## config.mk

```make
export PLATFORM = sky130hd
export DESIGN_NAME = load_store_unit_flat
export DESIGN_NICKNAME = d
export VERILOG_FILES = /design/src/rtl/load_store_unit_pkg.sv /design/src/rtl/load_store_unit_if.sv /design/src/rtl/load_store_unit.sv /design/src/flat_wrapper.sv
export SDC_FILE = /design/constraint.sdc
export NUM_CORES = 1
export LEC_CHECK = 0
export CAP_MARGIN = 20
export CORE_MARGIN = 4
export CORE_UTILIZATION = 42
export CTS_CLUSTER_DIAMETER = 80
export DETAILED_ROUTE_END_ITERATION = 6
export GPL_ROUTABILITY_DRIVEN = 0
export PLACE_DENSITY = 0.82
export SYNTH_ARGS = -nofsm -noshare
export SYNTH_HDL_FRONTEND = slang
export SYNTH_SLANG_ARGS = --single-unit
```

## constraint.sdc

```tcl
create_clock -name clk -period 3.3 [get_ports clk]
set_input_delay 0.99 -clock clk [delete_from_list [all_inputs] [get_ports clk]]
set_output_delay 0.99 -clock clk [all_outputs]
set_load 0.02 [all_outputs]
```

## src/rtl/load_store_unit_pkg.sv

```systemverilog
// load_store_unit_pkg: funct3 codes, FSM states and fault codes shared by the load/store unit
package load_store_unit_pkg;
  localparam logic [2:0] F3_LB  = 3'b000;
  localparam logic [2:0] F3_LH  = 3'b001;
  localparam logic [2:0] F3_LW  = 3'b010;
  localparam logic [2:0] F3_LBU = 3'b100;
  localparam logic [2:0] F3_LHU = 3'b101;
  localparam logic [2:0] F3_SB  = 3'b000;
  localparam logic [2:0] F3_SH  = 3'b001;
  localparam logic [2:0] F3_SW  = 3'b010;
  typedef enum logic [1:0] {S_IDLE, S_ISSUE, S_WAIT} state_t;
  typedef enum logic [1:0] {
    FLT_NONE     = 2'b00,
    FLT_ILLEGAL  = 2'b01,
    FLT_MISALIGN = 2'b10,
    FLT_TIMEOUT  = 2'b11
  } fault_t;
endpackage

```

## src/rtl/load_store_unit_if.sv

```systemverilog
// load_store_unit_if: start/done bus between the load/store unit and the memory controller
interface load_store_unit_if;
  logic        start;
  logic [31:0] address;
  logic [2:0]  mode;
  logic        write_enable;
  logic [31:0] write_data;
  logic        done;
  logic [31:0] read_data;
  logic        active;
  modport master (
    output start, address, mode, write_enable, write_data,
    input  done, read_data, active
  );
  modport slave (
    input  start, address, mode, write_enable, write_data,
    output done, read_data, active
  );
endinterface

```

## src/rtl/load_store_unit.sv

```systemverilog
// load_store_unit: issues one memory start per accepted load/store, returns load data, reports faults
module load_store_unit
  import load_store_unit_pkg::*;
#(
  parameter int TIMEOUT     = 15,
  parameter bit CHECK_ALIGN = 1'b0
) (
  input  logic                     clk,
  input  logic                     reset,
  input  logic                     req_valid,
  output logic                     req_ready,
  input  logic                     req_store,
  input  logic [2:0]               req_funct3,
  input  logic [31:0]              req_base,
  input  logic [31:0]              req_imm,
  input  logic [31:0]              req_store_data,
  input  logic [4:0]               req_rd,
  load_store_unit_if.master        mem,
  output logic                     op_done,
  output logic                     wb_valid,
  output logic [4:0]               wb_rd,
  output logic [31:0]              wb_data,
  output logic                     fault_valid,
  output logic [1:0]               fault_code,
  output logic [31:0]              fault_addr
);
  localparam int CW = $clog2(TIMEOUT + 1);

  function automatic fault_t check(input logic st, input logic [2:0] f3, input logic [31:0] a);
    logic legal;
    logic mis;
    legal = st ? (f3 == F3_SB || f3 == F3_SH || f3 == F3_SW)
               : (f3 == F3_LB || f3 == F3_LH || f3 == F3_LW || f3 == F3_LBU || f3 == F3_LHU);
    mis = CHECK_ALIGN && ((f3[1:0] == 2'b01 && a[0]) || (f3[1:0] == 2'b10 && a[1:0] != 2'b00));
    return !legal ? FLT_ILLEGAL : mis ? FLT_MISALIGN : FLT_NONE;
  endfunction

  state_t        state, state_n;
  logic [CW-1:0] cnt;
  logic [31:0]   addr_q, wdata_q;
  logic [2:0]    f3_q;
  logic          store_q;
  logic [4:0]    rd_q;
  logic [31:0]   eff;
  logic          accept, timeout, done_w;
  fault_t        chk;

  assign eff     = req_base + req_imm;
  assign accept  = req_valid && req_ready;
  assign chk     = check(req_store, req_funct3, eff);
  assign done_w  = state == S_WAIT && mem.done;
  assign timeout = state == S_WAIT && !mem.done && cnt == CW'(TIMEOUT);
  assign fault_addr = addr_q;

  // State register
  always_ff @(posedge clk)
    state <= reset ? S_IDLE : state_n;

  // Next state and bus outputs; write enable is derived from state so it can never be high in IDLE
  always_comb begin
    req_ready        = state == S_IDLE && !mem.active;
    mem.start        = state == S_ISSUE;
    mem.write_enable = store_q && state != S_IDLE;
    mem.address      = addr_q;
    mem.mode         = f3_q;
    mem.write_data   = wdata_q;
    state_n = state == S_IDLE  ? ((accept && chk == FLT_NONE) ? S_ISSUE : S_IDLE) :
              state == S_ISSUE ? S_WAIT :
              (mem.done || timeout) ? S_IDLE : S_WAIT;
  end

  // Operand capture, timeout counter and one-cycle completion/fault pulses
  always_ff @(posedge clk) begin
    if (reset) begin
      addr_q      <= '0;
      wdata_q     <= '0;
      f3_q        <= '0;
      store_q     <= 1'b0;
      rd_q        <= '0;
      cnt         <= '0;
      op_done     <= 1'b0;
      wb_valid    <= 1'b0;
      wb_rd       <= '0;
      wb_data     <= '0;
      fault_valid <= 1'b0;
      fault_code  <= '0;
    end else begin
      if (accept) begin
        addr_q  <= eff;
        wdata_q <= req_store_data;
        f3_q    <= req_funct3;
        store_q <= req_store;
        rd_q    <= req_rd;
      end
      cnt         <= state == S_WAIT ? cnt + CW'(1) : '0;
      op_done     <= done_w;
      wb_valid    <= done_w && !store_q && rd_q != 5'd0;
      fault_valid <= (accept && chk != FLT_NONE) || timeout;
      if (done_w && !store_q) begin
        wb_rd   <= rd_q;
        wb_data <= mem.read_data;
      end
      if (accept && chk != FLT_NONE)
        fault_code <= chk;
      else if (timeout)
        fault_code <= FLT_TIMEOUT;
    end
  end
endmodule

```

## src/flat_wrapper.sv

```systemverilog
// flat-port wrapper written by rule: the top's interface ports become plain ports
module load_store_unit_flat import load_store_unit_pkg::*;
#(
  parameter int TIMEOUT     = 15,
  parameter bit CHECK_ALIGN = 1'b0
)
  (clk, reset, req_valid, req_ready, req_store, req_funct3, req_base, req_imm, req_store_data, req_rd, op_done, wb_valid, wb_rd, wb_data, fault_valid, fault_code, fault_addr, mem_start, mem_address, mem_mode, mem_write_enable, mem_write_data, mem_done, mem_read_data, mem_active);
  load_store_unit_if mem_i ();
  input  logic clk;
  input  logic reset;
  input  logic req_valid;
  output logic req_ready;
  input  logic req_store;
  input  logic [2:0] req_funct3;
  input  logic [31:0] req_base;
  input  logic [31:0] req_imm;
  input  logic [31:0] req_store_data;
  input  logic [4:0] req_rd;
  output logic op_done;
  output logic wb_valid;
  output logic [4:0] wb_rd;
  output logic [31:0] wb_data;
  output logic fault_valid;
  output logic [1:0] fault_code;
  output logic [31:0] fault_addr;
  output wire logic [$bits(mem_i.start)-1:0] mem_start;
  output wire logic [$bits(mem_i.address)-1:0] mem_address;
  output wire logic [$bits(mem_i.mode)-1:0] mem_mode;
  output wire logic [$bits(mem_i.write_enable)-1:0] mem_write_enable;
  output wire logic [$bits(mem_i.write_data)-1:0] mem_write_data;
  input wire logic [$bits(mem_i.done)-1:0] mem_done;
  input wire logic [$bits(mem_i.read_data)-1:0] mem_read_data;
  input wire logic [$bits(mem_i.active)-1:0] mem_active;
  assign mem_start = mem_i.start;
  assign mem_address = mem_i.address;
  assign mem_mode = mem_i.mode;
  assign mem_write_enable = mem_i.write_enable;
  assign mem_write_data = mem_i.write_data;
  assign mem_i.done = mem_done;
  assign mem_i.read_data = mem_read_data;
  assign mem_i.active = mem_active;
  load_store_unit #(.TIMEOUT(TIMEOUT), .CHECK_ALIGN(CHECK_ALIGN)) u_core (.clk(clk), .reset(reset), .req_valid(req_valid), .req_ready(req_ready), .req_store(req_store), .req_funct3(req_funct3), .req_base(req_base), .req_imm(req_imm), .req_store_data(req_store_data), .req_rd(req_rd), .mem(mem_i), .op_done(op_done), .wb_valid(wb_valid), .wb_rd(wb_rd), .wb_data(wb_data), .fault_valid(fault_valid), .fault_code(fault_code), .fault_addr(fault_addr));
endmodule
```

# [Word-level counts from Yosys, hierarchy flattened]
# Cells that the tools add are included.
[classes] addsub=2 n_eq_ne=7 muxes=8 n_bitwise=1 reduce_logical=27
[op_table] cell="$add 32x32->32" n=1
[op_table] cell="$logic_and 1x1->1" n=10
[op_table] cell="$mux 2" n=5
[op_table] cell="$eq 3x3->1 const B" n=2
[op_table] cell="$logic_or 1x1->1" n=6
[op_table] cell="$reduce_bool 2->1" n=3
[op_table] cell="$reduce_bool 5->1" n=1
[op_table] cell="$add 4x1->4 const B" n=1
[op_table] cell="$eq 4x4->1 const B" n=1
[op_table] cell="$logic_not 2->1" n=2
[op_table] cell="$eq 3x1->1 const B" n=1
[op_table] cell="$eq 3x2->1 const B" n=1
[op_table] cell="$logic_not 1->1" n=3
[op_table] cell="$logic_not 3->1" n=1
[op_table] cell="$mux 1" n=3
[op_table] cell="$eq 2x1->1 const B" n=1
[op_table] cell="$eq 2x2->1 const B" n=1
[op_table] cell="$reduce_or 2->1" n=1
[op_table] cell="$not 1->1" n=1
[word_totals] ff_bits=121 input_bits=142 word_cells=58

# [Depth between registers and ports, before layout]
# Gate-level depths: netlist of the first run.
[logic_depth] word_depth=11 depth_mapped=11 depth_no_buf=11

# [Worst setup path after synthesis of the first run]
# OpenSTA, ideal clock, no wires.
[synth_timing] path_type="in2reg" from="in req_base[13]" to="reg u_core.addr_q[31], in the netlist u_core.fault_addr[31]" setup_ns=0.131 t_arrival_ns=2.954 path_slack_ns=0.216 path_stages=9 path_buffers=0 cell_sequence="ha_1 -> a21o_2 -> a221oi_2 -> a21oi_2 -> and2_4 -> a311o_1 -> a2bb2oi_1 -> nor4_4 -> nor4b_2"
[synth_between] elab_chain_cells=1
[synth_rtl] element="from (decl)" line="flat_wrapper.sv:15" text="input logic [31:0] req_base;"
[synth_rtl] element="$add 32x32->32" line="load_store_unit.sv:48" text="assign eff = req_base + req_imm;"
[synth_rtl] element="to (signal assigned)" line="load_store_unit.sv:75" text="addr_q <= '0;"
[synth_rtl] element="to (signal assigned)" line="load_store_unit.sv:89" text="addr_q <= eff;"
[synth_rtl] element="to (decl)" line="load_store_unit.sv:40" text="logic [31:0] addr_q, wdata_q;"
# No other way between the ends.
# A chain may end at the register's enable or synchronous reset.

# [Final worst setup path of the first run]
[layout_timing] from="in req_imm[1]" to="reg u_core.addr_q[31], in the netlist u_core.fault_addr[31]"
[layout_between] elab_chain_cells=1
[layout_rtl] element="from (decl)" line="flat_wrapper.sv:16" text="input logic [31:0] req_imm;"
[layout_rtl] element="$add 32x32->32" line="load_store_unit.sv:48"
# No other way between the ends.

==> impl_metrics.ini, run 1 <==
[power_and_ir_drop]
pwr-share-seq = 0.346
internal_power_mw = 3.30
p_comb_frac = 0.228
peakVddDrop_mv = 0.339
sw_frac_of_total = 0.274
pwr-share-clk = 0.426
p_switching_mw = 1.24
p_leak_nw = 3.82
power_density_nw_per_um2 = 458

[sta]
hold_ws_ps = 447
hold_viol = 0
rsz0062_at_grt = true
slew_viol_final = 0
skew_ps = 7.76
min_period_ps = 3230
setup_viol = 0
post-route-period-util = 0.979
slew_headroom = 0.584
fmax_mhz = 309
layout_setup_ws_ps = 68.9
tightest_slew_ps = 625

[routing]
firstDrtPassIters = 4
wl_mm = 20.2
drtIter0Drc = 366
via_count = 6676
viasPerCell = 5.24
drc = 0
antenna_left = 0
drt-wirelength-per-cell_um = 15.9

[layout]
multiInputGateArea_um2 = 3280
final.fill_count = 1111
utilization = 0.705
diodes = 0
layout_common_cells = clkdlybuf4s50_1 (283), nand2_1 (209), a21oi_1 (128)
final_nets = 1257
drive_gt1_frac = 0.107
fin_area_um2 = 9900
fin_cells = 1275
final_common_cell = clkdlybuf4s50_1
syn_to_final_growth_pct = 62.6
seq_area_um2 = 2420

[logic_synthesis]
syn-instance-count = 789
syn_area_per_cell_um2 = 7.72
syn-num-nets = 964
synth_enable_flop_cells = 0
synth_top_cell_by_area = dfxtp_1
seq_area_frac_synth = 0.398
yosys_warnings = 0
syn_area_um2 = 6090
synth_ff_type = dfxtp_1
yosysTopAreaCellShare = 0.398
ys_ff_latch = 121
yosysUniqueCellTypes = 60
synth_area_leaders = dfxtp_1 (40%), nand2_1 (13%), a21oi_1 (11%)
async_reset_ff_frac = 0

[run]
maxCapViolCount = 0

[cts]
cts_tree = yes
cts_buffers = 17
clk_pin_slew_worst_paths_ps = 50
cts_root_buf = clkbuf_16
cts_max_level = 4
cts_max_path_buffers = 2
cts.sinks = 121
clkLatencyLatePin_ps = 410
cts_setup_buffers = 0

[floorplanning]
initial_core_util = 0.434
core_region_area_um2 = 14000
core.rowCount = 43
die_x_um = 128
chipHeight_um = 128
ioPinCount = 286
die_area_um2 = 16500

[critical_path]
startpoint_type = primary input
crit_path_end_kind = flop
timing.critical_path.required_ps = 3580
arrival_ps = 3510
crit_type = primary input to flop
cp_max_fo = 3

[outcome]
status = completed

[place]
port_buffers = 285
dp_cells = 1243
dp_slack_ps = -368
placed_area_um2 = 9240
dp.final_hpwl_mm = 15.2

[grt]
grt_max_degree = 60
globalRouteTotalUtil = 0.238
grt_antenna_before_repair = 0
grt_pass1_vias = 6559
grt_pass1_wl_mm = 31.9
grt_remaining_overflow = 0

[worst_hold_path]
hp-class = flop to flop
-- path summary, 6_finish.rpt --
check | startpoint | end | slack [ps] | cells past startpoint
min | u_core.cnt[0]$_SDFF_PP0_ | u_core.cnt[0]$_SDFF_PP0_ | 450 | 1
max | req_imm[1] | u_core.fault_addr[31]$_SDFFE_PP0P_ | 70 | 11
min reg2reg | u_core.cnt[0]$_SDFF_PP0_ | u_core.cnt[0]$_SDFF_PP0_ | 450 | 1
max reg2reg | u_core.state[1]$_SDFF_PP0_ | u_core.mem.mode[2]$_SDFFE_PP0P_ | 1490 | 6
-- metrics by stage --
stage	power (mW)	TNS (ps)
after detailed placement	2.62	-3840
after floorplan	2.13	0
after global routing	4.73	-9.91
after CTS	4.56	0
final	4.54	0
after global placement	2.60	-3560
-- registers in the layout, indices dropped and copies added, names as in the netlist --
signal,flops
u_core.wb_valid,1
u_core.fault_valid,1
u_core.store_q,1
u_core.fault_addr,32
u_core.mem.mode,3
u_core.wb_rd,5
u_core.wb_data,32
u_core.mem.write_data,32
u_core.rd_q,5
u_core.state,2
u_core.fault_code,2
u_core.op_done,1
u_core.cnt,4
-- cell families (layout without fill, tap and decap cells) --
| family | count (synthesis) | count (layout) | synth area share |
|---|---|---|---|
| AND/OR/NAND/NOR | 316 | 316 | 0.227 |
| AO/OA/AOI/OAI | 212 | 212 | 0.202 |
| flip-flops | 121 | 121 | 0.398 |
| buffers and inverters | 85 | 391 | 0.0721 |
| adder cells (fa/ha/maj) | 33 | 33 | 0.0690 |
| XOR/XNOR | 20 | 20 | 0.0288 |
| multiplexers | 2 | 2 | 0.00329 |
-- cell type report --
cell class | instances | area share
inverter | 13 | 0.00493
clock buffer | 19 | 0.0457
timing repair buffer | 346 | 0.334
tap | 180 | 0.0227
clock inverter | 13 | 0.0168
sequential | 121 | 0.245
multi-input combinational | 583 | 0.331
-- Yosys cell counts (all sizes together) (3+ instances only) --
cell,n
a211oi,8
a21o,10
a21oi,129
a221oi,3
a311o,3
a31oi,8
and2,4
and3,6
buf,35
clkbuf,37
dfxtp,121
ha,32
inv,13
nand2,210
nand2b,4
nand3,12
nand3b,4
nand4,3
nor2,37
nor2b,9
nor3,9
nor3b,3
nor4,4
nor4b,3
o211ai,4
o21a,5
o21ai,27
xnor2,11
xor2,9
-- what timing repair did --
item	CTS	global route
setup endpoints to repair	0	8
hold buffers	0	0
gates resized for setup	0	9
-- critical path, stage by stage --
cell and delay [ps]:
clkdlybuf4s50_1 450, ha_1 320, a211oi_2 260, nor3_1 100
o21ai_0 200, buf_4 150, nand3_1 120, a311o_1 400
a2bb2oi_2 210, nor4_4 230, nor4b_2 80
-- power groups by stage --
stage	Clock, mW	Combinational, mW	Sequential [mW]
final	1.93	1.04	1.57
after global routing	2.04	1.12	1.58
after CTS	1.97	1.03	1.57
after detailed placement	0	1.02	1.60
after global placement	0	1.00	1.60
after floorplan	0	0.471	1.66
-- routing by layer --
| layer | vias up | track usage | wire [um] |
|---|---|---|---|
| li1 | 3267 | - | - |
| met3 | 49 | 0.0502 | 1380 |
| met2 | 279 | 0.416 | 10100 |
| met1 | 3081 | 0.284 | 8140 |
| met5 | - | 0 | 0 |
| met4 | 0 | 0.0986 | 605 |
Power figures use the tool's default switching activity.
==> run 2: changes to the inputs <==
CELL_PAD_IN_SITES_DETAIL_PLACEMENT = 0   (was unset)
CELL_PAD_IN_SITES_GLOBAL_PLACEMENT = 2   (was unset)
CORE_UTILIZATION = 22   (was 42)
PLACE_DENSITY = unset   (was 0.82)
PLACE_DENSITY_LB_ADDON = 0.1   (was unset)
==> run 2 against run 1 <==
Compared with the run above:
- clock-buffer cell count fell by 2
- global-route usage decreased by 9.0 points
- non-clock buffer count grew 12
- clock power is essentially flat
- fmax is 0.28% lower
- via count down 4.4%
- wire length is 14% higher
- die area is 84% higher
- sequential power is essentially flat
- sequential share of layout area is 0.98 points lower
- register-to-register slack gained 60 ps
==> impl_metrics.ini, run 2 (synthesis gave the netlist of run 1 again) <==
[critical_path]
reg2reg_to = u_core.fault_addr[26]$_SDFFE_PP0P_
r2r-start = u_core.state[1]$_SDFF_PP0_
rrSetupSlack_ps = 1550
arrival_ps = 3520
rr_worst_depth = 7
startpoint_type = primary input
crit_type = primary input to flop
cp_max_fo = 4
crit_path_end_kind = flop
timing.critical_path.required_ps = 3580

[cts]
cts_max_path_buffers = 2
cts.sinks = 121
cts_max_level = 4
cts_root_buf = clkbuf_16
cts_tree = yes
clkLatencyLatePin_ps = 410
clk_pin_slew_worst_paths_ps = 60
cts_buffers = 17

[sta]
rsz0062_at_grt = true
setup_viol = 0
post-route-period-util = 0.982
skew_ps = 13.2
slew_headroom = 0.640
layout_setup_ws_ps = 59.8
hold_viol = 0
fmax_mhz = 309
tns_ps = 0
slew_viol_final = 0
min_period_ps = 3240
tightest_slew_ps = 539

[layout]
layout_common_cells = clkdlybuf4s50_1 (281), nand2_1 (209), a21oi_1 (127)
final_common_cell = clkdlybuf4s50_1
syn_to_final_growth_pct = 69.4
fin_cells = 1479
drive_gt1_frac = 0.124
fin_area_um2 = 10300
final.fill_count = 2838
final_nets = 1269

[routing]
drc = 0
drt-wirelength-per-cell_um = 15.6
antenna_left = 0
wl_mm = 23.1
via_count = 6384
viasPerCell = 4.32
drtIter0Drc = 233
firstDrtPassIters = 4

[grt]
grt_pass1_vias = 6502
grt_antenna_before_repair = 1
globalRouteTotalUtil = 0.148
grt_pass1_wl_mm = 36.3
grt_remaining_overflow = 0
grt_max_degree = 47

[place]
port_buffers = 285
dp_cells = 1445
dp_slack_ps = -421
dp.final_hpwl_mm = 17.3
placed_area_um2 = 9580

[floorplanning]
die_area_um2 = 30400
chipHeight_um = 174
core.rowCount = 60
initial_core_util = 0.225
ioPinCount = 286
core_region_area_um2 = 27100
die_x_um = 174

[outcome]
status = completed

[power_and_ir_drop]
power_density_nw_per_um2 = 441
peakVddDrop_mv = 0.309
p_leak_nw = 3.90

[worst_hold_path]
hp-class = flop to flop
holdPathEnd = u_core.cnt[0]$_SDFF_PP0_
worstHoldPathCells = 1
min_from = u_core.cnt[0]$_SDFF_PP0_

[run]
maxCapViolCount = 0
[run 2: cell types whose count changed in the layout (fill, tap and decap cells not counted), sizes merged, moves of 2 or more]
cell,change
buf,+12
inv,+3
clkbuf,-2
clkdlybuf4s50,-2
clkinvlp,-2
[run 2: per-stage QoR]
stage | total power, mW | utilization | hold slack [ps]
final | 4.55 | 0.381 | 447
after floorplan | 2.13 | - | 418
after detailed placement | 2.66 | 0.354 | 445
after CTS | 4.61 | 0.375 | 455
after global routing | 4.79 | 0.381 | 470
after global placement | 2.67 | 0.354 | 434
[run 2: worst max-delay path: stages]
cell and delay [ps]:
clkdlybuf4s50_1 510, ha_4 230, a21o_2 220, buf_4 140, a311o_2 380, o31a_2 320, a211o_1 320, o21bai_1 190
xor2_1 160, o21ai_1 70
[run 2: per-layer routing]
layer  track usage  vias to the layer above  wire, um
met5             0                        -         0
met3        0.0365                       15      1220
li1              -                     3282         -
met4        0.0346                        0       302
met1         0.201                     2904     11100
met2         0.237                      183     10400
[run 2: final cells by class]
type | count | area, um2 | share of cell area
Clock buffer | 17 | 425 | 0.0412
Timing Repair Buffer | 358 | 3430 | 0.332
Multi-Input combinational cell | 583 | 3360 | 0.326
Sequential cell | 121 | 2420 | 0.235
Tap cell | 372 | 465 | 0.0451
Inverter | 13 | 48.8 | 0.00473
Clock inverter | 14 | 163 | 0.0158
Antenna cell | 1 | 2.50 | 0.000243
[run 2: power by group]
group          switching [mW]  leakage [nW]  total, mW  internal [mW]
Sequential             0.0475         0.984       1.57           1.52
Combinational           0.516          2.63       1.08          0.565
Clock                   0.768         0.287       1.90           1.13
Total                    1.33          3.90       4.55           3.22
[run 2: worst max-delay path by stage]
stage	startpoint	endpoint	slack (ps)	cells after the start
6_report	req_base[13]	u_core.fault_addr[28]$_SDFFE_PP0P_	60	10
5_1_grt	req_base[1]	u_core.fault_addr[31]$_SDFFE_PP0P_	-30	11
3_3_place_gp	req_base[0]	u_core.fault_addr[28]$_SDFFE_PP0P_	-390	12
4_1_cts	req_base[1]	u_core.fault_addr[31]$_SDFFE_PP0P_	20	11
3_5_place_dp	req_base[1]	u_core.fault_addr[31]$_SDFFE_PP0P_	-420	11
2_1_floorplan	req_base[13]	u_core.fault_addr[31]$_SDFFE_PP0P_	220	9
[run 2: timing repair]
| item | in CTS | in global routing |
|---|---|---|
| buffers inserted | 0 | 2 |
| cloned | 0 | 0 |
| resized for setup | 1 | 24 |
| hold buffers | 0 | 0 |
| endpoints found under the setup margin | 1 | 12 |
| pin swaps | 0 | 9 |
==> run 3: changes to the inputs <==
TNS_END_PERCENT = 50   (was unset)
==> run 3 against run 2 <==
Compared with the run above:
- register-to-register slack is essentially flat
- core utilization is 0.092 points lower
- sequential share of layout area is 0.057 points higher
- clock power is essentially flat
- hold slack unchanged
- power barely moved
- wire length fell by 0.14%
- critical path type unchanged
==> impl_metrics.ini, run 3 (synthesis gave the netlist of run 1 again) <==
[outcome]
status = completed

[routing]
antenna_left = 0
wl_mm = 23.1
via_count = 6386
drtIter0Drc = 232
drc = 0
firstDrtPassIters = 4
drt-wirelength-per-cell_um = 15.6
viasPerCell = 4.32

[grt]
grt_pass1_wl_mm = 36.3
grt_max_degree = 47
grt_remaining_overflow = 0
grt_pass1_vias = 6502
globalRouteTotalUtil = 0.148
grt_antenna_before_repair = 1

[critical_path]
rr_worst_depth = 7
slowest_delay_ps = 400
crit_type = primary input to flop
arrival_ps = 3520
cp_max_fo = 4
path_delay_family = compound AO/OA/AOI/OAI gates
rrSetupSlack_ps = 1550
startpoint_type = primary input
timing.critical_path.required_ps = 3580
worst-path-stages = 10
crit_path_end_kind = flop
cp_num_buf_inv = 2
crit_chain = clkdlybuf4s50_1 > ha_1 > a21o_2 > buf_4 > a311o_2 > o31a_2 > a211o_1 > o21bai_1 > xor2_1 > o21ai_1
crit_path_top_delay_cell = clkdlybuf4s50_1

[sta]
rsz0062_at_grt = true
slew_viol_final = 0
hold_ws_ps = 447
skew_ps = 13.2
tightest_slew_ps = 539
tns_ps = 0
slew_headroom = 0.640
min_period_ps = 3240
post-route-period-util = 0.982
layout_setup_ws_ps = 58.0
fmax_mhz = 308
setup_viol = 0
hold_viol = 0

[cts]
cts_root_buf = clkbuf_16
clkLatencyLatePin_ps = 410
cts_tree = yes
cts.sinks = 121
cts_max_level = 4
cts_max_path_buffers = 2
cts_buffers = 17
clk_pin_slew_worst_paths_ps = 60

[layout]
layout_common_cells = clkdlybuf4s50_1 (281), nand2_1 (209), a21oi_1 (127)
final.fill_count = 2843
drive_gt1_frac = 0.121
final_common_cell = clkdlybuf4s50_1
fin_cells = 1479
fin_area_um2 = 10300
multiInputGateArea_um2 = 3340
utilization = 0.380
final_nets = 1269
syn_to_final_growth_pct = 68.9
seq_area_um2 = 2420

[floorplanning]
initial_core_util = 0.225
die_area_um2 = 30400
die_x_um = 174
core_region_area_um2 = 27100
ioPinCount = 286
chipHeight_um = 174
core.rowCount = 60

[power_and_ir_drop]
p_leak_nw = 3.90
peakVddDrop_mv = 0.309
finalPower_mw = 4.54
power_density_nw_per_um2 = 442

[place]
dp_cells = 1445
port_buffers = 285
dp_slack_ps = -421
dp.final_hpwl_mm = 17.3
placed_area_um2 = 9580

[run]
maxCapViolCount = 0

[worst_hold_path]
worstHoldPathCells = 1
hp-class = flop to flop
[run 3: layer usage]
metal / GRT usage / routed length, um / up-vias
met4: 0.0346 / 302 / 0
met5: 0 / 0 / -
li1: - / - / 3287
met1: 0.201 / 11100 / 2897
met3: 0.0365 / 1250 / 15
met2: 0.237 / 10400 / 187
[run 3: where the power goes]
group | switching [mW] | leakage [nW] | internal [mW] | total, mW
sequential | 0.0475 | 0.984 | 1.52 | 1.57
clock | 0.769 | 0.287 | 1.13 | 1.90
combinational | 0.514 | 2.62 | 0.563 | 1.08
[run 3: layout make-up]
type / count / area share
antenna: 1 / 0.000243
clock buffer: 17 / 0.0413
clock inverter: 14 / 0.0158
inverter: 13 / 0.00474
multi-input combinational: 583 / 0.324
sequential: 121 / 0.235
tap: 372 / 0.0452
timing repair buffer: 358 / 0.333
[run 3: worst paths after layout]
check | from | endpoint
hold reg to reg | u_core.cnt[0]$_SDFF_PP0_ | u_core.cnt[0]$_SDFF_PP0_
setup reg to reg | u_core.state[1]$_SDFF_PP0_ | u_core.fault_addr[6]$_SDFFE_PP0P_
hold / removal | u_core.cnt[0]$_SDFF_PP0_ | u_core.cnt[0]$_SDFF_PP0_
setup / recovery | req_base[13] | u_core.fault_addr[28]$_SDFFE_PP0P_
[run 3: what timing repair did]
action | 4_1_cts | 5_1_grt
resized for setup | 1 | 21
setup endpoints to repair | 1 | 12
pin swaps | 0 | 8
setup buffers | 0 | 2
hold buffers | 0 | 0
[run 3: worst reg2reg max path, cell delays in order (launching register included)]
cell and delay [ps]:
dfxtp_1 350, nor3_1 250, buf_4 160, nand2_2 270, buf_12 290, nor3b_1 230, a21oi_1 60, nor2_1 80
==> edit (config.mk and constraints of run 2) <==
The 3 states of `state_t` get a one-hot encoding in 3 bits.
--- a/src/rtl/load_store_unit_pkg.sv
+++ b/src/rtl/load_store_unit_pkg.sv
@@ -8,7 +8,7 @@
   localparam logic [2:0] F3_SB  = 3'b000;
   localparam logic [2:0] F3_SH  = 3'b001;
   localparam logic [2:0] F3_SW  = 3'b010;
-  typedef enum logic [1:0] {S_IDLE, S_ISSUE, S_WAIT} state_t;
+  typedef enum logic [2:0] {S_IDLE = 3'b001, S_ISSUE = 3'b010, S_WAIT = 3'b100} state_t;
   typedef enum logic [1:0] {
     FLT_NONE     = 2'b00,
     FLT_ILLEGAL  = 2'b01,
Check against the original RTL: same outputs for any inputs over 10 cycles, from zero or initial values and one cycle with reset high; not proved beyond that.
==> edit against run 2 <==
  * Synthesized area grew 2.6%
  * Total power increased by 2.1%
  * Sequential cell count rose by 1
  * Clock skew is 2.5 ps lower
  * Routed wire length up 2.6%
  * Design area increased by 1.5%
  * Setup slack improved by 64 ps
  * Critical endpoint is now u_core.fault_addr[30]
==> edit: results (changes against run 2) <==
[route]
vias_cell = 4.348  ; +0.73%
postRouteWirelength_um = 23710  ; +2.6%
detail_route.iter0.violations = 258  ; +11%

[finish]
finish.net_count = 1295  ; +2.0%
fillerInstances = 2966  ; +4.5%
antenna-diode-count = 0  ; -1
post_route_cells_drive_above_1_share = 0.1183  ; -0.005600
postLayoutCellArea_um2 = 10470  ; +1.5%

[setup_path]
ff2ff_setup_slack_ps = 1230  ; -320 ps
rr_startpoint = u_core.state[0]
crit_end = u_core.fault_addr[30]
crit-reg2reg-capture = u_core.rd_q[2]
worst_setup_path_startpoint = req_base[0]

[grt]
grt_use_total = 0.1480  ; about the same
largest_net_degree_at_the_start_of_global_routing = 71  ; +51%
grt_first_pass_wirelength_um = 36690  ; +0.97%
initial_antenna_violation_count = 0  ; -1
first_global_vias = 6556  ; +0.83%

[placement]
placed_area_um2 = 9829  ; +2.6%
dpl_worst_slack_ps = -497.6  ; -76.98 ps
post-dp-hpwl_um = 18100  ; +4.5%

[power_and_ir_drop]
ir_worst_vdd_uv = 306.4  ; -0.80%
p_leak_uw = 0.003894  ; about the same

[clock_network]
clock_transition_at_the_register_clock_pins_on_the_worst_setup_and_hold_paths_after_cts_ps = 60  ; about the same
ctsRootBufferMaster = sky130_fd_sc_hd__clkbuf_16

[timing]
final_critical_path_time_including_i_o_delays_and_setup_ps = 3176  ; -63.83 ps
worst_pin_slew_ps = 704.0  ; +165.3 ps
final.setup_skew_ps = 10.66  ; -2.523 ps

[logic_synthesis]
synth.top_cells.by_area = sky130_fd_sc_hd__dfxtp_1 39%, sky130_fd_sc_hd__nand2_1 13%, sky130_fd_sc_hd__a21oi_1 10%
yosysUniqueCellTypes = 63  ; +5.0%
seq_area_frac_synth = 0.3906  ; -0.007065
synth_fp_nets = 982  ; +1.9%
leading_post_synthesis_cells_by_instance_count = 211 x sky130_fd_sc_hd__nand2_1, 128 x sky130_fd_sc_hd__a21oi_1, 122 x sky130_fd_sc_hd__dfxtp_1

[run_status]
outcome = finished clean

[floorplan]
die-area_um2 = 31180  ; +2.5%

==> edit: routing by layer <==
layer  vias up  track usage  wire length, um
li1       3396            -                -
met1      2972       0.2002            10940
met2       181       0.2397            11170
met3        21      0.03255             1287
met4         0      0.03868              315
met5         -            0                0
==> edit: final cells by class <==
| type | count | area share |
|---|---|---|
| repair buffers | 367 | 0.3345 |
| flip-flops and latches | 122 | 0.2333 |
| inverters | 9 | 0.003227 |
| clock inverters | 15 | 0.01721 |
| clock buffers | 17 | 0.04063 |
| multi-input cells | 603 | 0.3260 |
| well taps | 378 | 0.04517 |
==> edit: timing repair <==
item | 4_1_cts | 5_1_grt
setup buffers | 0 | 1
cloned | 0 | 0
setup endpoints to repair | 4 | 8
pin swaps | 1 | 8
resized for setup | 3 | 6
==> edit: where the power goes <==
group          internal (uW)  switching (uW)
clock network           1140             799
registers               1540            50.4
logic                    577             537
total                   3260            1390
==> edit: how the worst min path moves through the flow <==
stage	end	start	cells after the start	slack [ps]
final	u_core.cnt[0]	u_core.cnt[0]	1	450
after floorplan	u_core.cnt[0]	u_core.cnt[0]	1	420
after global placement	u_core.cnt[0]	u_core.cnt[0]	1	430
after CTS	u_core.cnt[0]	u_core.cnt[0]	1	450
after detailed placement	u_core.cnt[0]	u_core.cnt[0]	1	440
after global routing	u_core.wb_data[25]	u_core.wb_data[25]	2	470
==> edit: cells by family after synthesis <==
| family | count (synthesis) | share of synthesized area |
|---|---|---|
| AND/OR/NAND/NOR | 327 | 0.2285 |
| AO/OA/AOI/OAI | 225 | 0.2169 |
| flip-flops | 122 | 0.3906 |
| buffers and inverters | 82 | 0.07064 |
| adder cells (fa/ha/maj) | 33 | 0.06724 |
| XOR/XNOR | 15 | 0.02101 |
| multiplexers | 3 | 0.005003 |
==> edit: metrics by stage <==
stage / TNS, ps / hold WS, ps / instances
floorplan: 0 / 417.5 / 807
global placement: -5069 / 434.6 / 1479
detailed placement: -5495 / 439.8 / 1479
CTS: 0 / 448.1 / 1511
global route: 0 / 471.7 / 1511
finish: 0 / 445.9 / 1511
==> edit: worst register-to-register path, delay by kind of cell (launching register included) <==
kind	cells	cell delay, ps
AOI/OAI and AO/OA	1	150
and+or+nand+nor	4	860
DFF	1	380
buffers and inverters	2	620
